$ cat src/rtl/conv_pkg.sv
// Shared definitions for the convolution MAC datapath: control states and
// default numeric format / kernel length.
package conv_pkg;

    localparam int DATA_W = 32;
    localparam int FRAC_W = 24;
    localparam int TAPS   = 9;

    typedef enum logic [1:0] {
        ACCUM = 2'd0,
        FLUSH = 2'd1,
        HOLD  = 2'd2
    } convState_e;

endpackage

$ cat src/rtl/conv_sat_round.sv
// Combinational output stage: rescale a wide fixed-point accumulator back to
// DATA_W bits (floor shift), saturate, then optionally clamp negatives to zero.
module conv_sat_round #(
    parameter int ACC_W  = 68,
    parameter int DATA_W = conv_pkg::DATA_W,
    parameter int FRAC_W = conv_pkg::FRAC_W
) (
    input  logic [ACC_W-1:0]  accIn,
    input  logic              reluEn,
    output logic [DATA_W-1:0] result
);
    import conv_pkg::*;

    localparam logic signed [ACC_W-1:0] MAX_VAL = {{(ACC_W-DATA_W+1){1'b0}}, {(DATA_W-1){1'b1}}};
    localparam logic signed [ACC_W-1:0] MIN_VAL = ~MAX_VAL;

    logic signed [ACC_W-1:0] shifted;

    assign shifted = $signed(accIn) >>> FRAC_W;

    always_comb begin
        if (shifted > MAX_VAL) begin
            result = MAX_VAL[DATA_W-1:0];
        end else if (shifted < MIN_VAL) begin
            result = MIN_VAL[DATA_W-1:0];
        end else begin
            result = shifted[DATA_W-1:0];
        end
        if (reluEn && result[DATA_W-1]) begin
            result = '0;
        end
    end

endmodule

$ cat src/rtl/conv_mac_engine.sv
// Streaming 1-D convolution MAC: loads a TAPS-long kernel, accumulates one
// window of samples through a registered multiplier, and holds each result.
module conv_mac_engine #(
    parameter int DATA_W = conv_pkg::DATA_W,
    parameter int FRAC_W = conv_pkg::FRAC_W,
    parameter int TAPS   = conv_pkg::TAPS
) (
    input  logic              clk,
    input  logic              reset,
    input  logic [DATA_W-1:0] dataIn,
    input  logic              dataValid,
    input  logic              filter,
    input  logic              reluEn,
    output logic              dataReady,
    output logic [DATA_W-1:0] dataOut,
    output logic              resultValid,
    input  logic              resultReady
);
    import conv_pkg::*;

    localparam int CNT_W  = (TAPS > 1) ? $clog2(TAPS) : 1;
    localparam int PROD_W = 2 * DATA_W;
    localparam int ACC_W  = 2 * DATA_W + $clog2(TAPS);
    localparam logic [CNT_W-1:0] LAST_IDX = CNT_W'(TAPS - 1);

    convState_e              stateReg, stateNext;
    logic [CNT_W-1:0]        wPtrReg, sCntReg;
    logic signed [DATA_W-1:0] weightMem [TAPS];
    logic signed [PROD_W-1:0] productReg, productNext;
    logic signed [ACC_W-1:0]  accReg, accSum;
    logic                    reluReg;
    logic [DATA_W-1:0]       dataOutReg, satResult;
    logic                    resultValidReg;
    logic                    weightAcc, sampleAcc;

    assign weightAcc   = dataValid & dataReady & filter;
    assign sampleAcc   = dataValid & dataReady & ~filter;
    assign productNext = PROD_W'($signed(dataIn)) * PROD_W'(weightMem[sCntReg]);
    // The multiplier is one cycle ahead of the adder, so each sample folds in the previous product.
    assign accSum      = accReg + ACC_W'(productReg);

    assign dataOut     = dataOutReg;
    assign resultValid = resultValidReg;

    conv_sat_round #(
        .ACC_W (ACC_W),
        .DATA_W(DATA_W),
        .FRAC_W(FRAC_W)
    ) u_sat (
        .accIn (accSum),
        .reluEn(reluReg),
        .result(satResult)
    );

    always_ff @(posedge clk) begin
        if (reset) begin
            stateReg <= ACCUM;
        end else begin
            stateReg <= stateNext;
        end
    end

    always_comb begin
        stateNext = stateReg;
        dataReady = 1'b0;
        case (stateReg)
            ACCUM: begin
                dataReady = 1'b1;
                if (dataValid && !filter && sCntReg == LAST_IDX) begin
                    stateNext = FLUSH;
                end
            end
            FLUSH: stateNext = HOLD;
            HOLD: begin
                if (resultReady) begin
                    stateNext = ACCUM;
                end
            end
            default: stateNext = ACCUM;
        endcase
    end

    always_ff @(posedge clk) begin
        if (reset) begin
            wPtrReg        <= '0;
            sCntReg        <= '0;
            accReg         <= '0;
            productReg     <= '0;
            reluReg        <= 1'b0;
            dataOutReg     <= '0;
            resultValidReg <= 1'b0;
            for (int i = 0; i < TAPS; i++) begin
                weightMem[i] <= '0;
            end
        end else begin
            case (stateReg)
                ACCUM: begin
                    if (weightAcc) begin
                        weightMem[wPtrReg] <= dataIn;
                        wPtrReg <= (wPtrReg == LAST_IDX) ? '0 : wPtrReg + CNT_W'(1);
                        // A kernel change invalidates any half-collected window.
                        if (sCntReg != '0) begin
                            sCntReg    <= '0;
                            accReg     <= '0;
                            productReg <= '0;
                        end
                    end else if (sampleAcc) begin
                        productReg <= productNext;
                        accReg     <= accSum;
                        if (sCntReg == LAST_IDX) begin
                            sCntReg <= '0;
                            reluReg <= reluEn;
                        end else begin
                            sCntReg <= sCntReg + CNT_W'(1);
                        end
                    end
                end
                FLUSH: begin
                    accReg         <= accSum;
                    productReg     <= '0;
                    dataOutReg     <= satResult;
                    resultValidReg <= 1'b1;
                end
                HOLD: begin
                    if (resultReady) begin
                        accReg         <= '0;
                        resultValidReg <= 1'b0;
                    end
                end
                default: ;
            endcase
        end
    end

endmodule
$ cat config.mk
export PLATFORM = sky130hd
export DESIGN_NAME = conv_mac_engine
export DESIGN_NICKNAME = d
export VERILOG_FILES = /design/src/rtl/conv_pkg.sv /design/src/rtl/conv_sat_round.sv /design/src/rtl/conv_mac_engine.sv
export SDC_FILE = /design/constraint.sdc
export NUM_CORES = 2
export LEC_CHECK = 0
export BUFFER_PORTS_ARGS = -buffer_cell sky130_fd_sc_hd__buf_2
export CELL_PAD_IN_SITES_DETAIL_PLACEMENT = 1
export CELL_PAD_IN_SITES_GLOBAL_PLACEMENT = 1
export CORE_MARGIN = 2
export CORE_UTILIZATION = 30
export DETAILED_ROUTE_END_ITERATION = 8
export PLACE_DENSITY = 0.59
export RECOVER_POWER = 100
export SLEW_MARGIN = 30
export SYNTH_ARGS = -nofsm -noshare
export SYNTH_HDL_FRONTEND = slang
export SYNTH_SLANG_ARGS = --single-unit
$ cat constraint.sdc
create_clock -name clk -period 24.3 [get_ports clk]
set_input_delay 1.215 -clock clk [delete_from_list [all_inputs] [get_ports clk]]
set_output_delay 1.215 -clock clk [all_outputs]
set_load 0.005 [all_outputs]
**Yosys cells after proc, flatten, opt, wreduce, memory -nomap -nowiden**

Memories as Yosys holds them, arrays and structs flattened. A register that Yosys moved wholly into a read port is not among the register bits.
Index checks and enable logic that the tools add are counted.

- Output and inout bits: 34
- Logic and storage cells: 81
- Memories: 1
- RAM bits: 288
- Register bits after elaboration: 176

Memories:

| name | depth | width | read ports | clocked after Yosys merged registers in | write ports | line | source |
|---|---|---|---|---|---|---|---|
| weightMem | 9 | 32 | 1 | 1 | 9 | conv_mac_engine.sv:28 | `logic signed [DATA_W-1:0] weightMem [TAPS];` |

- $lt $le $gt $ge: 2
- Multiplexer cells: 34
- Reductions and logical operators: 18
- Eq/ne operators: 9
- $add $sub $neg: 3
- Bitwise gates (word level): 5
- $mul: 1

Operators by type and width:

| kind | count |
|---|---|
| 68-bit two-way mux | 4 |
| 68-bit case mux with 3 select lines | 1 |
| 64-bit two-way mux | 3 |
| 32-bit two-way mux | 4 |
| 64-bit case mux with 2 select lines | 1 |
| 68-bit by 64-bit adder with 68-bit output | 1 |
| 32-bit by 32-bit multiplier with 64-bit output | 1 |
| 44-bit by 32-bit > comparator with 1-bit output (second input constant) | 1 |
| 44-bit by 32-bit < comparator with 1-bit output (second input constant) | 1 |
| 4-bit two-way mux | 8 |
| 32-bit OR reduction | 1 |
| 1-bit two-way mux | 9 |
| 4-bit by 1-bit adder with 4-bit output (second input constant) | 2 |
| 4-bit equality test (second input constant) | 2 |
| 4-bit AND reduction | 2 |
| 3-bit inequality test (second input constant) | 2 |
| 2-bit case mux with 3 select lines | 1 |
| 2-bit AND reduction | 3 |
| 3-bit AND reduction | 2 |
| 2-bit nonzero test | 3 |
| 2-bit two-way mux | 2 |
| 2-bit inequality test (second input constant) | 2 |
| 4-bit nonzero test | 1 |
| 1-bit AND | 3 |
| 9 further kinds | 12 |

**Logic depth before layout (Yosys ltp)**

- Depth in word-level cells: 10
- Depth in mapped cells: 34

**Cells and area by module**

From an unflattened synthesis, not the netlist that was laid out.

- Cell total of the unflattened synthesis: 6,171
- Area total of the unflattened synthesis: 67,666.1 um^2

By module, submodules not included:

| module | cells an instance | times used | area each (um^2) | seq. area each (um^2) |
|---|---|---|---|---|
| conv_mac_engine | 6,124 | 1 | 67,289.5 | 18,978.2 |
| conv_sat_round | 47 | 1 | 376.6 | 0.0 |

**Least setup slack after synthesis**

OpenSTA, ideal clock, no wires.

- Kind: register to register
- Start: register (tool-made name)
- End: register productReg[62]
- Stages on the path, launching flop included: 30
- Setup slack: 14,481 ps
- Arrival time: 9,702 ps
- Data required time: 24,183 ps
- Setup time: 117 ps
- Path buffers: 4
- Cell sequence: dfxtp_1 > clkbuf_1 > buf_1 > mux4_2 > mux4_2 > clkbuf_1 > and2_1 > fa_1 > inv_1 > fa_1 > fa_1 > fa_1 > fa_1 > inv_1 > fa_1 > fa_1 > fa_1 > ha_1 > and2_1 > and3_1 > clkbuf_1 > a221o_1 > a221o_1 > o31ai_4 > o211ai_2 > a41oi_2 > o21ai_1 > o211a_1 > or3_1 > a32o_1

RTL lines:

| element | line | source |
|---|---|---|
| end signal: assignment | conv_mac_engine.sv:108 | `productReg <= productNext;` |
| end: declaration | conv_mac_engine.sv:29 | `logic signed [PROD_W-1:0] productReg, productNext;` |

==> flow_metrics.tcl <==
set metrics [dict create \
    status "finished, violations left" \
    violations "capacitance limit, slew limit" \
    drc 0 \
    fin_cells 9040 \
    first_pass_iters 6 \
    yosys_warnings 0 \
    post_cts.repair.setup_buffers 0 \
    gr-total-overflow 0 \
    clock-sinks 692 \
    startpoint_type "register" \
    drt-initial-drc-count 2591 \
    crit_type "register to register" \
    slew_headroom_pct -191 \
    fp.coreArea_um2 225000 \
    fillCellCount 24885 \
    first_global_vias 51849 \
    ys_types 90 \
    final_net_count 7357 \
    mostFrequentLayoutCell "fa_1" \
    layout_common_cells "fa_1 (1083), inv_1 (976), nand2_1 (594)" \
    synth_ff_type "edfxtp_1" \
    cts_root_buf "clkbuf_16" \
    syn_area_per_cell_um2 11.0 \
    setup.worst_path.end_class "register" \
    cts_resized 0 \
    synth_top_area_cell "fa_1" \
    cap_viol_max_count 60 \
    cts_buffers 83 \
    hold_depth 2 \
    syn_area_um2 67800 \
    num_io_pins 72 \
    avgRoutedWirePerCell_um 22.8 \
    cts_buffer_depth 3 \
    ys_seq_area_share_pct 28.0 \
    htree_levels 3 \
    cts_hold_buffers 0 \
    rrSetupSlack_ns 9.37 \
    antenna_found_initial 7 \
    syn_inst 6156 \
    critical_path.slowest_cell "dfxtp_1" \
    via_per_inst 4.98 \
    rows 174 \
    period_needed_ns 14.93 \
    area_delta_synth_final_pct 8.18 \
    grt.total_usage_pct 18.4 \
    synth.area.top_cells "fa_1 (32%), edfxtp_1 (23%), inv_1 (5.4%)" \
    clk_latency_ns 0.74 \
    post-route-util_pct 32.6 \
    synth_edf_count 512 \
    hold_violations 0 \
    seqCellArea_um2 19000 \
    synth_seq_cells 692 \
    drv_slew 2373 \
    synthArstFlopShare_pct 0 \
    dp.cells 8883 \
    period_share_pct 61.4 \
    crit_fanout 41 \
    grt_pass1_wl_mm 321 \
    drt_wl_total_mm 206 \
    die_y_um 479 \
    multi_input_area_um2 43400 \
    tritoncts "done" \
    port_buffers 71 \
    die_w_um 479 \
    die_area_um2 230000 \
    setup_viol_count_final 0 \
    synth_top_area_share_pct 32.0 \
    finalSetupTns_ns 0 \
    tightestPinTransition_ns 4.37 \
    start_util_pct 30.2 \
    vias 45017 \
    rsz0062_at_grt "no" \
    holdCritPathClass "register to register" \
    routabilityCongestion 0.802 \
    synth_nets 7537 \
    dp_hpwl_mm 146 \
    crit_path_frequent_cell "fa_1" \
    slowest_delay_ns 1.97 \
    critPathTopFamily "adder cells" \
    grt_start_max_net_pins 105 \
    clk_pin_slew_ns 0.07 \
    layout-drive-gt1-share_pct 6.60 \
    skew_ns 0.0629 \
    arrival_ns 15.54 \
    cp.required_ns 24.91 \
    ant_nets 0 \
    critPathBufInv 4 \
    min_to "accReg[64]$_SDFFE_PP0P_" \
    rr_endpoint "productReg[62]$_SDFFE_PP0P_" \
    hp-start "accReg[64]$_SDFFE_PP0P_" \
    r2r_cells 27 \
    fmax_mhz 67.0 \
]
[layout make-up]
class                   count  area share (%)
clock inverters            42           0.659
inverters                 976            5.00
clock buffers             111            3.06
multi-input cells        4066            59.3
flip-flops and latches    692            25.9
repair buffers            157            1.02
diodes                      4          0.0137
well taps                2992            5.11
[stage by stage]
| step | worst slack, ns | hold slack, ns | cell area [um^2] |
|---|---|---|---|
| floorplan | 14.48 | 0.440 | 67800 |
| global placement | 12.67 | 0.450 | 70900 |
| detailed placement | 12.58 | 0.463 | 70900 |
| CTS | 12.54 | 0.471 | 73600 |
| global route | 8.60 | 0.508 | 73300 |
| finish | 9.37 | 0.469 | 73300 |
[worst min-delay path, delay by kind of cell, from the launching register on]
family	cells	cell delay, ns
and+or+nand+nor	1	0.06
AOI/OAI and AO/OA	1	0.05
DFF	1	0.31
[how the worst max path moves through the flow]
stage                     startpoint  slack [ns]  cells after the start                          end
after floorplan             register       14.48                     29  productReg[62]$_SDFFE_PP0P_
after global placement      register       12.67                     27  productReg[62]$_SDFFE_PP0P_
after detailed placement    register       12.58                     27  productReg[62]$_SDFFE_PP0P_
after CTS                   register       12.54                     27  productReg[62]$_SDFFE_PP0P_
after global routing        register        8.60                     27  productReg[62]$_SDFFE_PP0P_
final                       register        9.37                     27  productReg[62]$_SDFFE_PP0P_
[state kept, by name (all words and copies together), names as in the netlist, named ones only]
register and flops:
reluReg 1, productReg 64, weightMem 512, resultValid 1, dataOut 32, stateReg 2, wPtrReg 4, sCntReg 4
accReg 68
[routing by layer]
layer  wire, um  vias up  track usage [%]
li1           -    19571                -
met1      87400    24431             23.6
met2     107000      808             33.1
met3       6850      207             1.71
met4       4550        0             4.35
met5          0        -                0
[synthesized netlist by cell type, types with 11 or more instances]
library cell,instances
o21bai_1,15
nor2b_1,20
clkbuf_1,372
o21ai_0,77
a22o_1,23
a21oi_1,155
xor2_1,40
a221o_1,33
a22oi_1,100
or2_2,13
buf_6,11
nand4_1,28
a21o_1,64
inv_1,976
and2_1,533
a211oi_1,17
ha_1,260
a31oi_1,12
buf_1,17
xnor2_1,95
nand3_1,34
mux4_2,159
and3_1,307
nand2b_1,15
nand2_1,594
o21a_1,15
dfxtp_1,180
nor2_1,206
nor3_1,18
edfxtp_1,512
fa_1,1083
[logic make-up (layout without fill, tap and decap cells)]
family          after synthesis  in the layout  share of synthesized area, %
compound gates              612            612                          6.30
xor+xnor                    135            135                          1.74
fa+ha+maj                  1343           1343                          36.8
buf+inv                    1398           1286                          8.01
flops                       692            692                          28.0
mux                         164            164                          5.36
other cells                   0              4                             0
simple gates               1812           1812                          13.8
Power is left out: the tool's default activity adds up to more than one toggle a clock period on the data nets, which glitch-free logic cannot reach.
